$ cat config.mk
export PLATFORM = sky130hd
export DESIGN_NAME = cp0_exc_ctrl
export DESIGN_NICKNAME = d
export VERILOG_FILES = /design/src/rtl/cp0_pkg.sv /design/src/rtl/cp0_exc_prio.sv /design/src/rtl/cp0_exc_ctrl.sv
export SDC_FILE = /design/constraint.sdc
export NUM_CORES = 1
export LEC_CHECK = 0
export ABC_AREA = 1
export CORE_UTILIZATION = 46
export DETAILED_ROUTE_END_ITERATION = 10
export PLACE_DENSITY = 0.91
export SLEW_MARGIN = 10
export SYNTH_ARGS = -nofsm -noshare
export SYNTH_HDL_FRONTEND = slang
export SYNTH_SLANG_ARGS = --single-unit
export TNS_END_PERCENT = 10
$ cat constraint.sdc
create_clock -name clk_i -period 2.4 [get_ports clk_i]
set_clock_uncertainty 0.2 [all_clocks]
set_input_delay 0.36 -clock clk_i [delete_from_list [all_inputs] [get_ports clk_i]]
set_output_delay 0.36 -clock clk_i [all_outputs]
set_load 0.03 [all_outputs]
$ cat src/rtl/cp0_pkg.sv
// ----------------------------------------------------------------------------
// cp0_pkg
// Shared definitions for the CP0 exception/interrupt controller:
//   - CP0 register numbers used by MFC0/MTC0
//   - ExcCode values written into Cause on an exception take
//   - controller state enum (RUN / FLUSH)
// ----------------------------------------------------------------------------
package cp0_pkg;

    // CP0 register numbers
    localparam logic [4:0] CP0_STATUS = 5'd12;
    localparam logic [4:0] CP0_CAUSE  = 5'd13;
    localparam logic [4:0] CP0_EPC    = 5'd14;

    // Exception codes (Cause.ExcCode)
    localparam logic [4:0] EXC_INT  = 5'd0;
    localparam logic [4:0] EXC_SYS  = 5'd8;
    localparam logic [4:0] EXC_BP   = 5'd9;
    localparam logic [4:0] EXC_RI   = 5'd10;
    localparam logic [4:0] EXC_OV   = 5'd12;
    localparam logic [4:0] EXC_DIV0 = 5'd15;

    // RUN accepts exceptions; FLUSH blanks them while the pipeline drains
    typedef enum logic {
        RUN   = 1'b0,
        FLUSH = 1'b1
    } cp0_state_t;

endpackage

$ cat src/rtl/cp0_exc_prio.sv
// ----------------------------------------------------------------------------
// cp0_exc_prio
// Combinational priority encoder for exception causes.
// Ports:
//   enable_i       controller is in a state that may take exceptions
//   commit_valid_i an instruction is present at commit
//   int_i          enabled, unmasked interrupt pending
//   overflow_i, divzero_i, syscall_i, brk_i, ri_i   synchronous causes
//   take_o         an exception is taken this cycle
//   exc_code_o     ExcCode of the winning cause (EXC_INT when none)
// Priority: interrupt > overflow > divzero > syscall > break > reserved instr.
// ----------------------------------------------------------------------------
module cp0_exc_prio
    import cp0_pkg::*;
(
    input  logic       enable_i,
    input  logic       commit_valid_i,
    input  logic       int_i,
    input  logic       overflow_i,
    input  logic       divzero_i,
    input  logic       syscall_i,
    input  logic       brk_i,
    input  logic       ri_i,
    output logic       take_o,
    output logic [4:0] exc_code_o
);

    // Every cause, interrupts included, needs a committing instruction so
    // that EPC has a meaningful PC to record.
    always_comb begin
        take_o     = 1'b0;
        exc_code_o = EXC_INT;
        if (enable_i && commit_valid_i) begin
            if (int_i) begin
                take_o     = 1'b1;
                exc_code_o = EXC_INT;
            end else if (overflow_i) begin
                take_o     = 1'b1;
                exc_code_o = EXC_OV;
            end else if (divzero_i) begin
                take_o     = 1'b1;
                exc_code_o = EXC_DIV0;
            end else if (syscall_i) begin
                take_o     = 1'b1;
                exc_code_o = EXC_SYS;
            end else if (brk_i) begin
                take_o     = 1'b1;
                exc_code_o = EXC_BP;
            end else if (ri_i) begin
                take_o     = 1'b1;
                exc_code_o = EXC_RI;
            end
        end
    end

endmodule

$ cat src/rtl/cp0_exc_ctrl.sv
// ----------------------------------------------------------------------------
// cp0_exc_ctrl
// CP0 exception/interrupt controller sitting beside the commit stage.
// Owns Status, Cause and EPC, prioritises interrupts and synchronous causes,
// redirects fetch to EXC_VECTOR and blanks further exceptions for FLUSH_CYC
// cycles after each take. Serves MFC0 (combinational read), MTC0 and RFE.
// Ports:
//   clk_i, reset_i          clock, synchronous active-high reset
//   irq_i                   level interrupt lines (only [NUM_IRQ-1:2] used)
//   commit_valid_i/pc_i/bd_i  committing instruction, its PC, delay-slot flag
//   syscall_i, brk_i, ri_i, overflow_i, divzero_i   synchronous causes
//   rfe_i                   RFE committing
//   cp0_we_i/addr_i/wdata_i MTC0 write port
//   cp0_rdata_o             MFC0 read data (combinational)
//   exc_take_o              exception taken this cycle (combinational)
//   exc_redirect_o          registered one-cycle redirect pulse
//   exc_pc_o                exception vector (constant)
//   exc_busy_o              high while in FLUSH
// ----------------------------------------------------------------------------
module cp0_exc_ctrl
    import cp0_pkg::*;
#(
    parameter int                NUM_IRQ    = 8,
    parameter int                DATA_W     = 32,
    parameter logic [DATA_W-1:0] EXC_VECTOR = 32'h8000_0080,
    parameter int                FLUSH_CYC  = 2
) (
    input  logic               clk_i,
    input  logic               reset_i,
    input  logic [NUM_IRQ-1:0] irq_i,
    input  logic               commit_valid_i,
    input  logic [DATA_W-1:0]  commit_pc_i,
    input  logic               commit_bd_i,
    input  logic               syscall_i,
    input  logic               brk_i,
    input  logic               ri_i,
    input  logic               overflow_i,
    input  logic               divzero_i,
    input  logic               rfe_i,
    input  logic               cp0_we_i,
    input  logic [4:0]         cp0_addr_i,
    input  logic [DATA_W-1:0]  cp0_wdata_i,
    output logic [DATA_W-1:0]  cp0_rdata_o,
    output logic               exc_take_o,
    output logic               exc_redirect_o,
    output logic [DATA_W-1:0]  exc_pc_o,
    output logic               exc_busy_o
);

    localparam logic [3:0] FLUSH_INIT = 4'(FLUSH_CYC - 1);

    // Architectural state
    cp0_state_t          state_q, state_d;
    logic [3:0]          flushCnt_q;
    logic                redirect_q;
    logic [5:0]          statusLow_q, statusLow_d;   // KUo IEo KUp IEp KUc IEc
    logic [NUM_IRQ-1:0]  im_q, im_d;
    logic [NUM_IRQ-1:0]  ip_q, ip_d;
    logic [4:0]          excCode_q, excCode_d;
    logic                bd_q, bd_d;
    logic [DATA_W-1:0]   epc_q, epc_d;

    // Control
    logic                runState;
    logic                intPending;
    logic                take;
    logic [4:0]          takeCode;
    logic                rfeEn;
    logic                mtc0En;
    logic [DATA_W-1:0]   statusRd;
    logic [DATA_W-1:0]   causeRd;
    logic                unusedIrqSw;

    // Software IRQ lines on the irq port have no meaning; IP[1:0] come
    // from MTC0 Cause only.
    assign unusedIrqSw = ^irq_i[1:0];

    // Interrupt is pending when globally enabled and any unmasked IP bit set
    assign intPending = statusLow_q[0] & (|(ip_q & im_q));

    cp0_exc_prio u_prio (
        .enable_i       (runState),
        .commit_valid_i (commit_valid_i),
        .int_i          (intPending),
        .overflow_i     (overflow_i),
        .divzero_i      (divzero_i),
        .syscall_i      (syscall_i),
        .brk_i          (brk_i),
        .ri_i           (ri_i),
        .take_o         (take),
        .exc_code_o     (takeCode)
    );

    // A take squashes the committing RFE/MTC0; RFE in turn beats MTC0.
    assign rfeEn  = runState & commit_valid_i & rfe_i & ~take;
    assign mtc0En = runState & cp0_we_i & ~take & ~rfeEn;

    // State register
    always_ff @(posedge clk_i) begin
        if (reset_i) begin
            state_q <= RUN;
        end else begin
            state_q <= state_d;
        end
    end

    // Next-state logic: FLUSH lasts until the counter has reached zero
    always_comb begin
        state_d = state_q;
        case (state_q)
            RUN:     if (take) state_d = FLUSH;
            FLUSH:   if (flushCnt_q == 4'd0) state_d = RUN;
            default: state_d = RUN;
        endcase
    end

    // State-decoded outputs
    always_comb begin
        runState   = 1'b0;
        exc_busy_o = 1'b0;
        case (state_q)
            RUN:     runState   = 1'b1;
            FLUSH:   exc_busy_o = 1'b1;
            default: runState   = 1'b1;
        endcase
    end

    // Flush counter and the one-cycle redirect pulse
    always_ff @(posedge clk_i) begin
        if (reset_i) begin
            flushCnt_q <= 4'd0;
            redirect_q <= 1'b0;
        end else begin
            redirect_q <= take;
            if (take) begin
                flushCnt_q <= FLUSH_INIT;
            end else if (state_q == FLUSH && flushCnt_q != 4'd0) begin
                flushCnt_q <= flushCnt_q - 4'd1;
            end
        end
    end

    // Next values of Status/Cause/EPC; hw IP bits always track irq,
    // regardless of any MTC0 Cause in the same cycle.
    always_comb begin
        statusLow_d = statusLow_q;
        im_d        = im_q;
        excCode_d   = excCode_q;
        bd_d        = bd_q;
        epc_d       = epc_q;
        ip_d        = ip_q;
        for (int i = 2; i < NUM_IRQ; i++) begin
            ip_d[i] = irq_i[i];
        end
        if (take) begin
            statusLow_d = {statusLow_q[3:0], 2'b00};
            excCode_d   = takeCode;
            bd_d        = commit_bd_i;
            epc_d       = commit_bd_i ? (commit_pc_i - DATA_W'(4)) : commit_pc_i;
        end else if (rfeEn) begin
            statusLow_d[3:0] = statusLow_q[5:2];
        end else if (mtc0En) begin
            case (cp0_addr_i)
                CP0_STATUS: begin
                    statusLow_d = cp0_wdata_i[5:0];
                    im_d        = cp0_wdata_i[8 +: NUM_IRQ];
                end
                CP0_CAUSE: begin
                    ip_d[1:0] = cp0_wdata_i[9:8];
                end
                CP0_EPC: begin
                    epc_d = cp0_wdata_i;
                end
                default: begin
                end
            endcase
        end
    end

    // CP0 register file
    always_ff @(posedge clk_i) begin
        if (reset_i) begin
            statusLow_q <= '0;
            im_q        <= '0;
            ip_q        <= '0;
            excCode_q   <= '0;
            bd_q        <= 1'b0;
            epc_q       <= '0;
        end else begin
            statusLow_q <= statusLow_d;
            im_q        <= im_d;
            ip_q        <= ip_d;
            excCode_q   <= excCode_d;
            bd_q        <= bd_d;
            epc_q       <= epc_d;
        end
    end

    // Assemble architectural views; unimplemented bits read as zero
    always_comb begin
        statusRd                = '0;
        statusRd[5:0]           = statusLow_q;
        statusRd[8 +: NUM_IRQ]  = im_q;
        causeRd                 = '0;
        causeRd[6:2]            = excCode_q;
        causeRd[8 +: NUM_IRQ]   = ip_q;
        causeRd[31]             = bd_q;
    end

    // MFC0 read mux
    always_comb begin
        case (cp0_addr_i)
            CP0_STATUS: cp0_rdata_o = statusRd;
            CP0_CAUSE:  cp0_rdata_o = causeRd;
            CP0_EPC:    cp0_rdata_o = epc_q;
            default:    cp0_rdata_o = '0;
        endcase
    end

    assign exc_take_o     = take;
    assign exc_redirect_o = redirect_q;
    assign exc_pc_o       = EXC_VECTOR;

endmodule

; Word-level counts from Yosys, hierarchy flattened
; Index checks and enable logic that the tools add are counted.
[word_totals]
register_bits = 66
elab_cells = 82
in_bits = 88
out_inout_bits = 67
[classes]
n_reduce_logical = 20
mux = 32
n_eq_ne = 4
bitwise = 11
addsub = 2
[ops]
columns = operator, n
row1 = 2-to-1 mux 32 bit, 5
row2 = case mux 32 bit (3 select lines), 1
row3 = "subtractor 32 x 3 -> 32 bit, second input constant", 1
row4 = 2-to-1 mux 5 bit, 6
row5 = 2-to-1 mux 6 bit, 3
row6 = "== test 5 x 4 -> 1 bit, second input constant", 3
row7 = 2-to-1 mux 1 bit, 13
row8 = nonzero test 2 bit, 6
row9 = AND 8 bit, 1
row10 = 2-to-1 mux 4 bit, 2
row11 = AND reduction 4 bit, 2
row12 = OR reduction 8 bit, 1
row13 = AND 1 bit, 7
row14 = AND reduction 3 bit, 2
row15 = nonzero test 3 bit, 2
row16 = zero test 4 bit, 1
row17 = AND reduction 2 bit, 2
row18 = nonzero test 4 bit, 1
row19 = "subtractor 4 x 1 -> 4 bit, second input constant", 1
row20 = NOT 1 bit, 3
row21 = logical AND 1 bit, 2
row22 = 2-to-1 mux 2 bit, 1
row23 = "!= test 2 bit, second input constant", 1
row24 = case mux 1 bit (2 select lines), 1
row25 = OR reduction 2 bit, 1

; Longest topological paths before layout
; Gate-level depths: netlist of run 1.
[logic_depth]
depth_word = 14
depth_mapped = 14
mapped_depth_nobuf = 14

; By module
; From an unflattened synthesis of run 1, not the netlist that was laid out.
[unflattened]
hier_cells = 694
area_unflattened_um2 = 4337.9
[by_module_without_submodules]
columns = module, cells_per_inst, seq_area_each_um2, instances, area_per_inst_um2
row1 = cp0_exc_ctrl, 672, 1321.3, 1, 4212.8
row2 = cp0_exc_prio, 22, 0.0, 1, 125.1

; Worst setup path before layout of run 1
; OpenSTA, ideal clock, no wires.
[synth_path]
path_type = input-to-output
from = input port cp0_addr_i[3]
to = output port cp0_rdata_o[16]
required_ns = 1.840
setup_slack_ns = 0.331
path_stages = 6
path_buffers = 2
t_arrival_ns = 1.509
path_cell_list = nand2_1 > nor2_1 > nand3_1 > clkbuf_1 > buf_1 > nor2_1
[synth_between]
elab_chain_len = 2
elab_cells_between_ends = 4
cone_classes = eq/ne: 3 / mux: 1
[synth_lines]
columns = item, line
row1 = start: declaration, cp0_exc_ctrl.sv:41  ; input logic [4:0] cp0_addr_i,
row2 = == test 5 x 4 -> 1 bit, cp0_exc_ctrl.sv:212  ; case (cp0_addr_i)
row3 = case mux 32 bit (3 select lines) *, cp0_exc_ctrl.sv:212
row4 = end: declaration, cp0_exc_ctrl.sv:43  ; output logic [DATA_W-1:0] cp0_rdata_o,
; Mark *: on every way between the ends. The rest lies on a longest branch, timed or not.

; Final worst setup path of run 1
[layout_path]
from = input port divzero_i
to = output port exc_take_o
[layout_between]
elab_chain_len = 4
[layout_lines]
columns = item, line
row1 = start: declaration, cp0_exc_ctrl.sv:38  ; input logic divzero_i,
row2 = 2-to-1 mux 1 bit, cp0_exc_prio.sv:40  ; end else if (divzero_i) begin
row3 = 2-to-1 mux 1 bit, cp0_exc_prio.sv:37  ; end else if (overflow_i) begin
row4 = 2-to-1 mux 1 bit, cp0_exc_prio.sv:34  ; if (int_i) begin
row5 = 2-to-1 mux 1 bit, cp0_exc_prio.sv:33  ; if (enable_i && commit_valid_i) begin
row6 = end: declaration, cp0_exc_ctrl.sv:44  ; output logic exc_take_o,
; No other way between the ends.

==> results of run 1 <==
-- worst max path at each step --
stage	to	slack, ps
6_report	exc_take_o	70
5_1_grt	cp0_rdata_o[5]	-10
4_1_cts	exc_take_o	50
3_5_place_dp	ip_q[1]	-60
3_3_place_gp	epc_q[26]	-40
2_1_floorplan	cp0_rdata_o[16]	330
-- power by group through the flow --
| stage | Clock, mW | Sequential, mW | Combinational [mW] |
|---|---|---|---|
| after floorplan | 0 | 1.21 | 0.475 |
| after global placement | 0 | 1.21 | 0.772 |
| after detailed placement | 0 | 1.22 | 0.782 |
| after CTS | 0.900 | 1.19 | 0.789 |
| after global routing | 0.954 | 1.20 | 0.875 |
| final | 0.892 | 1.19 | 0.801 |
-- state kept, by name, summed over array words and instances, names as in the netlist --
name and count:
ip_q 8, statusLow_q 6, state_q 1, bd_q 1, epc_q 32, excCode_q 4, exc_redirect_o 1, im_q 8
flushCnt_q 4
-- metrics by stage --
| step | TNS (ps) | power [mW] | utilization, % |
|---|---|---|---|
| after floorplan | 0 | 1.688 | - |
| after global placement | -101.5 | 1.986 | 64.86 |
| after detailed placement | -375.4 | 1.999 | 64.86 |
| after CTS | 0 | 2.882 | 66.81 |
| after global routing | -14.39 | 3.031 | 67.40 |
| final | 0 | 2.887 | 67.40 |
-- Yosys cell counts, types with 3 or more instances --
library cell,n
sky130_fd_sc_hd__buf_4,34
sky130_fd_sc_hd__clkbuf_1,10
sky130_fd_sc_hd__nor3_2,3
sky130_fd_sc_hd__nor2_4,4
sky130_fd_sc_hd__nor3_1,6
sky130_fd_sc_hd__nand3_1,62
sky130_fd_sc_hd__xor2_1,8
sky130_fd_sc_hd__o21ai_0,37
sky130_fd_sc_hd__o41ai_1,3
sky130_fd_sc_hd__buf_6,6
sky130_fd_sc_hd__dfxtp_1,65
sky130_fd_sc_hd__nor2_1,112
sky130_fd_sc_hd__a21oi_2,3
sky130_fd_sc_hd__inv_1,89
sky130_fd_sc_hd__nand2_1,198
sky130_fd_sc_hd__nor2_2,4
sky130_fd_sc_hd__nand4_1,8
sky130_fd_sc_hd__o211ai_1,3
sky130_fd_sc_hd__buf_2,4
sky130_fd_sc_hd__nand2_4,4
sky130_fd_sc_hd__a21oi_1,30
sky130_fd_sc_hd__o21ai_1,5
-- critical path, stage by stage --
cell and delay, ps:
sky130_fd_sc_hd__clkdlybuf4s50_1 410, sky130_fd_sc_hd__or2_1 260, sky130_fd_sc_hd__nor3_2 130, sky130_fd_sc_hd__nand2_2 100, sky130_fd_sc_hd__nand2_4 100, sky130_fd_sc_hd__nand2_4 90
sky130_fd_sc_hd__buf_12 150, sky130_fd_sc_hd__buf_4 160
-- logic make-up after synthesis --
| family | count (synthesis) | synth area share (%) |
|---|---|---|
| and+or+nand+nor | 414 | 40.38 |
| buffers and inverters | 149 | 16.37 |
| AOI/OAI and AO/OA | 94 | 11.99 |
| DFF | 65 | 28.80 |
| xor gates and xnor gates | 9 | 1.745 |
| adders and majority gates | 2 | 0.5538 |
| other | 2 | 0.1662 |
-- area by class of cell --
cell class / count / area (um2)
Sequential cell: 65 / 1301
Tap cell: 129 / 161.4
Timing Repair Buffer: 180 / 1695
Fill cell: 788 / 3055
Multi-Input combinational cell: 551 / 2620
Inverter: 94 / 355.3
Clock inverter: 4 / 45.04
Clock buffer: 10 / 137.6
-- what timing repair did --
action	CTS	global route
setup endpoints to repair	0	15
hold buffers	0	0
resized for setup	0	10
-- placed cells by master, fill, tap and decap left out, types with 3 or more instances in the layout --
| cell | Yosys | final |
|---|---|---|
| sky130_fd_sc_hd__o21ai_1 | 5 | 6 |
| sky130_fd_sc_hd__nand2_1 | 198 | 197 |
| sky130_fd_sc_hd__inv_1 | 89 | 89 |
| sky130_fd_sc_hd__o41ai_1 | 3 | 3 |
| sky130_fd_sc_hd__xor2_1 | 8 | 8 |
| sky130_fd_sc_hd__a21oi_2 | 3 | 3 |
| sky130_fd_sc_hd__nor2_1 | 112 | 111 |
| sky130_fd_sc_hd__clkdlybuf4s50_1 | 0 | 85 |
| sky130_fd_sc_hd__nor3_1 | 6 | 6 |
| sky130_fd_sc_hd__clkinv_2 | 0 | 3 |
| sky130_fd_sc_hd__nor3_2 | 3 | 3 |
| sky130_fd_sc_hd__nand4_1 | 8 | 8 |
| sky130_fd_sc_hd__dfxtp_1 | 65 | 65 |
| sky130_fd_sc_hd__conb_1 | 2 | 32 |
| sky130_fd_sc_hd__nand3_1 | 62 | 62 |
| sky130_fd_sc_hd__o21ai_0 | 37 | 35 |
| sky130_fd_sc_hd__buf_12 | 0 | 8 |
| sky130_fd_sc_hd__nor2_2 | 4 | 5 |
| sky130_fd_sc_hd__clkbuf_8 | 0 | 10 |
| sky130_fd_sc_hd__nand2_2 | 2 | 3 |
| sky130_fd_sc_hd__o211ai_1 | 3 | 3 |
| sky130_fd_sc_hd__buf_4 | 34 | 83 |
| sky130_fd_sc_hd__nand2_4 | 4 | 4 |
| sky130_fd_sc_hd__nor2_4 | 4 | 4 |
| sky130_fd_sc_hd__o21ai_2 | 2 | 3 |
| sky130_fd_sc_hd__a21oi_1 | 30 | 30 |
-- metal layers --
layer | part of all wire (%) | up-vias
met5 | 0 | -
met4 | 3.0 | 0
met3 | 8.5 | 42
met2 | 47 | 256
met1 | 42 | 2293
li1 | - | 2580
==> results.txt, run 1 <==
* Run status: finished clean
- Reg2Reg Setup Slack: roughly 400 ps
- For this run, global-route usage on met2 was measured as between 40% and 50%.
* Length of the first detailed-routing pass in iterations: 5
* Layout-stage area growth over the synthesis result: 39.80%
- In this run the most used layer during global routing was met2.
- In this run the count of I/O pins placed on the die edge is about 160.
- After floorplanning, the core was divided into 35 placement rows.
- Cell variety after synth: a little under 50
- The startpoint identified for the worst register-to-register timing path is ip_q[1].
- Worst vdd rail ir drop: 0.3161 mV
- The worst setup path is launched from a primary input.
- Total net switching power: roughly 0.9 mW
- Switching Fraction: ~31%
* Chip Width: approximately 100 um
- Vias: just over 5000
- Buffers placed on the I/O ports in this run total 120.
* Dominant cell type by area after synthesis: sky130_fd_sc_hd__dfxtp_1
- Design Area, Final: around 6300 um2
- Final critical-path share of the clock period: a little over nine tenths
* Number of max-slew violations in the final report: 0
- DRC violations left: 0
- Min Tclk post-route: between 2000 and 2500 ps
- The synthesized design devotes to its leading area cell type between 20% and 30% of total area.
* Proportion of power drawn by flip-flops and latches: between 40% and 50%
* Synth Instances: ~740
- Worst R2R End: ip_q[1]
- Along the worst path, the maximum fanout reaches 6.
- The initial antenna violation count came to 0.
- Startpoint of the worst setup timing path: divzero_i
* Main flop type after synthesis: sky130_fd_sc_hd__dfxtp_1
- In the final routed layout, each cell accounts on average for approximately 13 um.
- Synth Register Bits: 65
- Number of global-route vias before repair: roughly 5000
* Tightest hold margin: 265.8 ps
- Post-CTS timing repair inserted 0 buffers for setup.
* Clock network fraction of design power: a little over 30%
- For this run, the top clock speed supported by timing is 428.3 MHz.
- Total routing resource utilization after global routing: a little over a quarter
- Entering global routing, the biggest net connects 33 pins.
* # nets final: 991
- Met1 Usage GRT: approximately 34%
- At the end of routability-driven placement, the weighted congestion stood at between 0.9 and 1.
- For this block, the initial DRC count from the detailed router was roughly 280.
* Vias per inst: approximately 5
- The critical path in this run is classified as in2out.
- Ant diodes: 0
- Post-detailed-placement half-perimeter wirelength: 10610 um
- Synth warnings: 0
- Die boundary height: ~100 um
- At the worst endpoint, the arrival time is around 1800 ps.
- STA puts the critical path data required time at roughly 1800 ps.
- Crit. End Element: primary output
- Buffers inserted during clock tree synthesis total 9.
* CTS root buffer: sky130_fd_sc_hd__clkbuf_8
- Across all setup checks in the final design, the least slack found is roughly 65 ps.
- The synthesized netlist occupies a cell area of 4518 um2.
- After clock tree synthesis, the clock-pin slew on the worst setup and hold paths is approximately 70 ps.
- For this run, the register share of the synthesized area comes to approximately 29%.
- Setup violations remaining at the end of the flow were counted as 0.
* Proportion of layout cells with a drive suffix above 1: roughly 16%
- Mean area per synthesized cell: roughly 6 um2
- Across the run, the number of max-cap violations was 0.
- After detailed placement, the total cell area comes to around 6100 um2.
* Effective utilization at floorplan: slightly below 50%
- The later pin in the worst-skew pair is clocked with a latency of between 300 and 400 ps.
- No sink is reached through more buffers than the 2 on the longest clock path.
* Cell Pwr Density: 457.2 nW/um2
* Hold crit path type: reg2reg
- The number of placed instances, taps included, is 1018.
- The first global-routing pass estimated ~22000 um of wire.
- Internal power summed over all cells: 1.990 mW
- Area contributors post-synth: sky130_fd_sc_hd__dfxtp_1 (29%), sky130_fd_sc_hd__nand2_1 (16%), sky130_fd_sc_hd__nor2_1 (9.3%)
- The worst register-to-register path has a depth of 11.
- Of the total power, combinational logic draws between 20 and 30%.
- Ys async rst share: 0%
- The detail route stage leaves a number of antenna-violating nets equal to 0.
- Static leakage: roughly 3 nW
- Timing analysis after detailed placement gives a worst setup slack of -64.97 ps.
* Hold-critical path endpoint: epc_q[3]
- Number of flops mapped to enable cells by yosys: 0
- Clock tree from TritonCTS: done
* Final hold viol count: 0
* Deepest level of the CTS H-tree: 3
* Number of sinks driven by the clock tree: 65
- Global routing used approximately 5.5% of the available met3 tracks.
- Hold_sp: epc_q[3]
* Remaining global-route overflow: 0
- Die Area: between 10000 and 15000 um2
* Wirelength, routed: between 10000 and 15000 um
- Excluding fillers, the count of instances in the completed layout stands at roughly 1000.
- The total area inside the core boundary comes to between 9000 and 10000 um2.
- Instance count along the most critical hold path: 2
Power figures use the tool's default switching activity.
==> inputs of run 2 (changes only) <==
--- a/config.mk
+++ b/config.mk
@@ -6,9 +6,9 @@
 export NUM_CORES = 1
 export LEC_CHECK = 0
 export ABC_AREA = 1
-export CORE_UTILIZATION = 46
+export CORE_UTILIZATION = 50
 export DETAILED_ROUTE_END_ITERATION = 10
-export PLACE_DENSITY = 0.91
+export PLACE_DENSITY = 0.95
 export SLEW_MARGIN = 10
 export SYNTH_ARGS = -nofsm -noshare
 export SYNTH_HDL_FRONTEND = slang
==> constraint.sdc (replaced) <==
create_clock -name clk_i -period 2.9 [get_ports clk_i]
set_clock_uncertainty 0.2 [all_clocks]
set_input_delay 0.435 -clock clk_i [delete_from_list [all_inputs] [get_ports clk_i]]
set_output_delay 0.435 -clock clk_i [all_outputs]
set_load 0.03 [all_outputs]
==> results.txt, run 2 (same netlist as run 1, synthesis figures left out) <==
- Entering global routing, the biggest net connects 40 pins.
- At the end of the flow the core is filled with cells to 67.36%.
* Number of cells after detailed placement: around 960
- Antenna Nets Post-Route: 0
- At the placement stage, the worst setup path has a slack of -103.8 ps.
- Number of max-slew violations in the final report: 0
- The flow ran to the end, and the final reports show no timing, DRC or antenna violations.
- The first global-routing pass estimated 21120 um of wire.
- Number of standard-cell rows in the floorplan: 34
* Crit. End Element: primary output
- Core Footprint: roughly 8700 um2
- Vias per inst: about 5.2
- Number of sinks driven by the clock tree: 65
- Initial antenna violation count: 0
- The library cells used most frequently in the layout, excluding fill and tap cells, are sky130_fd_sc_hd__nand2_1 (198), sky130_fd_sc_hd__nor2_1 (112), sky130_fd_sc_hd__inv_1 (89).
- For this block, the via count after detailed routing is between 5000 and 6000.
- After global routing the overflow that remains totals 0.
- Global placer's final weighted congestion: roughly 0.96
- Unrepaired setup endpoints after global routing: no
* Design Area, Final: between 5000 and 6000 um2
- Worst endpoint required time: about 2300 ps
- The H-tree was split into 3 levels.
- Layout-stage area growth over the synthesis result: 30.02%
- Worst vdd rail ir drop: 0.2296 mV
- # nets final: about 950
- The analysis attributes to cell leakage a power of 2.717 nW.
* Final critical-path share of the clock period: 94.29%
- Critical register-to-register path startpoint: im_q[3]
- The die covers 9421 um2.
- Commonest non-fill, non-tap cell in the layout: sky130_fd_sc_hd__nand2_1
- Relative slew margins: 57.41%
- Counting flops per register, the top entry is epc_q.
- Startpoint of the worst setup timing path: cp0_addr_i[3]
- Chip Width: 97.06 um
* CTS clock-pin slew for the worst setup and hold paths: about 80 ps
- The initial utilization of the core area, before any placement, comes to 51.81%.
- PnR worst setup slack: ~170 ps
- For this design the ratio of total power to cell area is roughly 410 nW/um2.
* Final hold viol count: 0
* Number of buffers created by CTS: 9
- The worst setup path is launched from a primary input.
- Clock latency on the worst-skew pair: 360 ps
* Cts-stage hold buffer count: 0
- In this run the count of I/O pins placed on the die edge is ~160.
* Post-detailed-placement half-perimeter wirelength: roughly 10000 um
* Overall Power: between 2 and 2.5 mW
* Instance area at placement: ~5700 um2
* Maxcap violations: 0
* Ant diodes: 0
- Deepest clock path buffer count: 2
- Number of setup violations in the final report: 0
- CTS root buffer: sky130_fd_sc_hd__clkbuf_8
* Maximum fanout encountered on the critical timing path: 7
- Setup TNS: 0 ps
- The finished layout holds 971 standard cells, fillers aside.
- Static timing analysis puts the maximum clock frequency at approximately 370 MHz.
- After detailed routing, the number of remaining DRC violations is 0.
* Min Tclk post-route: roughly 2700 ps
* Number of global-route vias before repair: between 4000 and 5000
* 1st-iter DRT viols: 336
- DR WL/cell: 13.43 um
- In this run the most critical hold path is launched from epc_q[1].
- Biggest registers after layout: epc_q x32, im_q x8, ip_q x8
* Hold crit path type: reg2reg
* Wirelength, routed: ~13000 um
- In the global route stage, overall resource usage came out at ~28%.
- Type of the setup path with the least slack: in2out
- TritonCTS built the clock tree.
- For the pin with the worst max-slew slack, the measured transition is 638.1 ps.
- Number of port buffers: between 100 and 150
- The floorplan step set the die height to 97.06 um.
- The first TritonRoute pass finished after 5 iterations.
- Proportion of layout cells with a drive suffix above 1: a little over a tenth
- Max FFs per register: 32
* Tightest hold margin: roughly 270 ps
- Data arrival time at the worst-slack endpoint: roughly 2100 ps
-- run 2: area by class of cell --
type                    instances  area (um2)
clock buffers                   9       123.9
clock inverters                 7       77.57
fillers                       756        2846
inverters                      94       355.3
multi-input cells             551        2599
flip-flops and latches         65        1301
well taps                     108       135.1
repair buffers                137        1282
-- run 2: timing repair --
action                     CTS  global route
gates resized for setup      9             0
buffers inserted             0             0
setup endpoints to repair    9             0
-- run 2: worst max-delay path, stage by stage --
cell                              delay (ps)
sky130_fd_sc_hd__clkdlybuf4s50_1         450
sky130_fd_sc_hd__nand2_1                  60
sky130_fd_sc_hd__nor2_1                  120
sky130_fd_sc_hd__nand3_1                 250
sky130_fd_sc_hd__clkinv_1                230
sky130_fd_sc_hd__nand2_1                  70
sky130_fd_sc_hd__nand3_1                  80
sky130_fd_sc_hd__dlygate4sd2_1           400
-- run 2: layer usage --
layer | up-vias | GRT usage (%) | routed length [um]
li1 | 2499 | - | -
met1 | 2301 | 34.50 | 5390
met2 | 255 | 46.15 | 6221
met3 | 31 | 5.180 | 1084
met4 | 0 | 12.17 | 344
met5 | - | 0 | 0
-- run 2: worst paths after layout --
check                   endpoint  slack, ps  cells past startpoint
setup / recovery  cp0_rdata_o[8]        170                      8
hold / removal          epc_q[1]        270                      2
setup reg to reg       epc_q[14]        740                     11
hold reg to reg         epc_q[1]        270                      2
-- run 2: where the power goes --
part,internal [mW],switching [mW],leakage (nW)
clock,0.404,0.406,0.100
sequential,0.956,0.0335,0.534
combinational,0.232,0.362,2.08
total,1.59,0.801,2.72
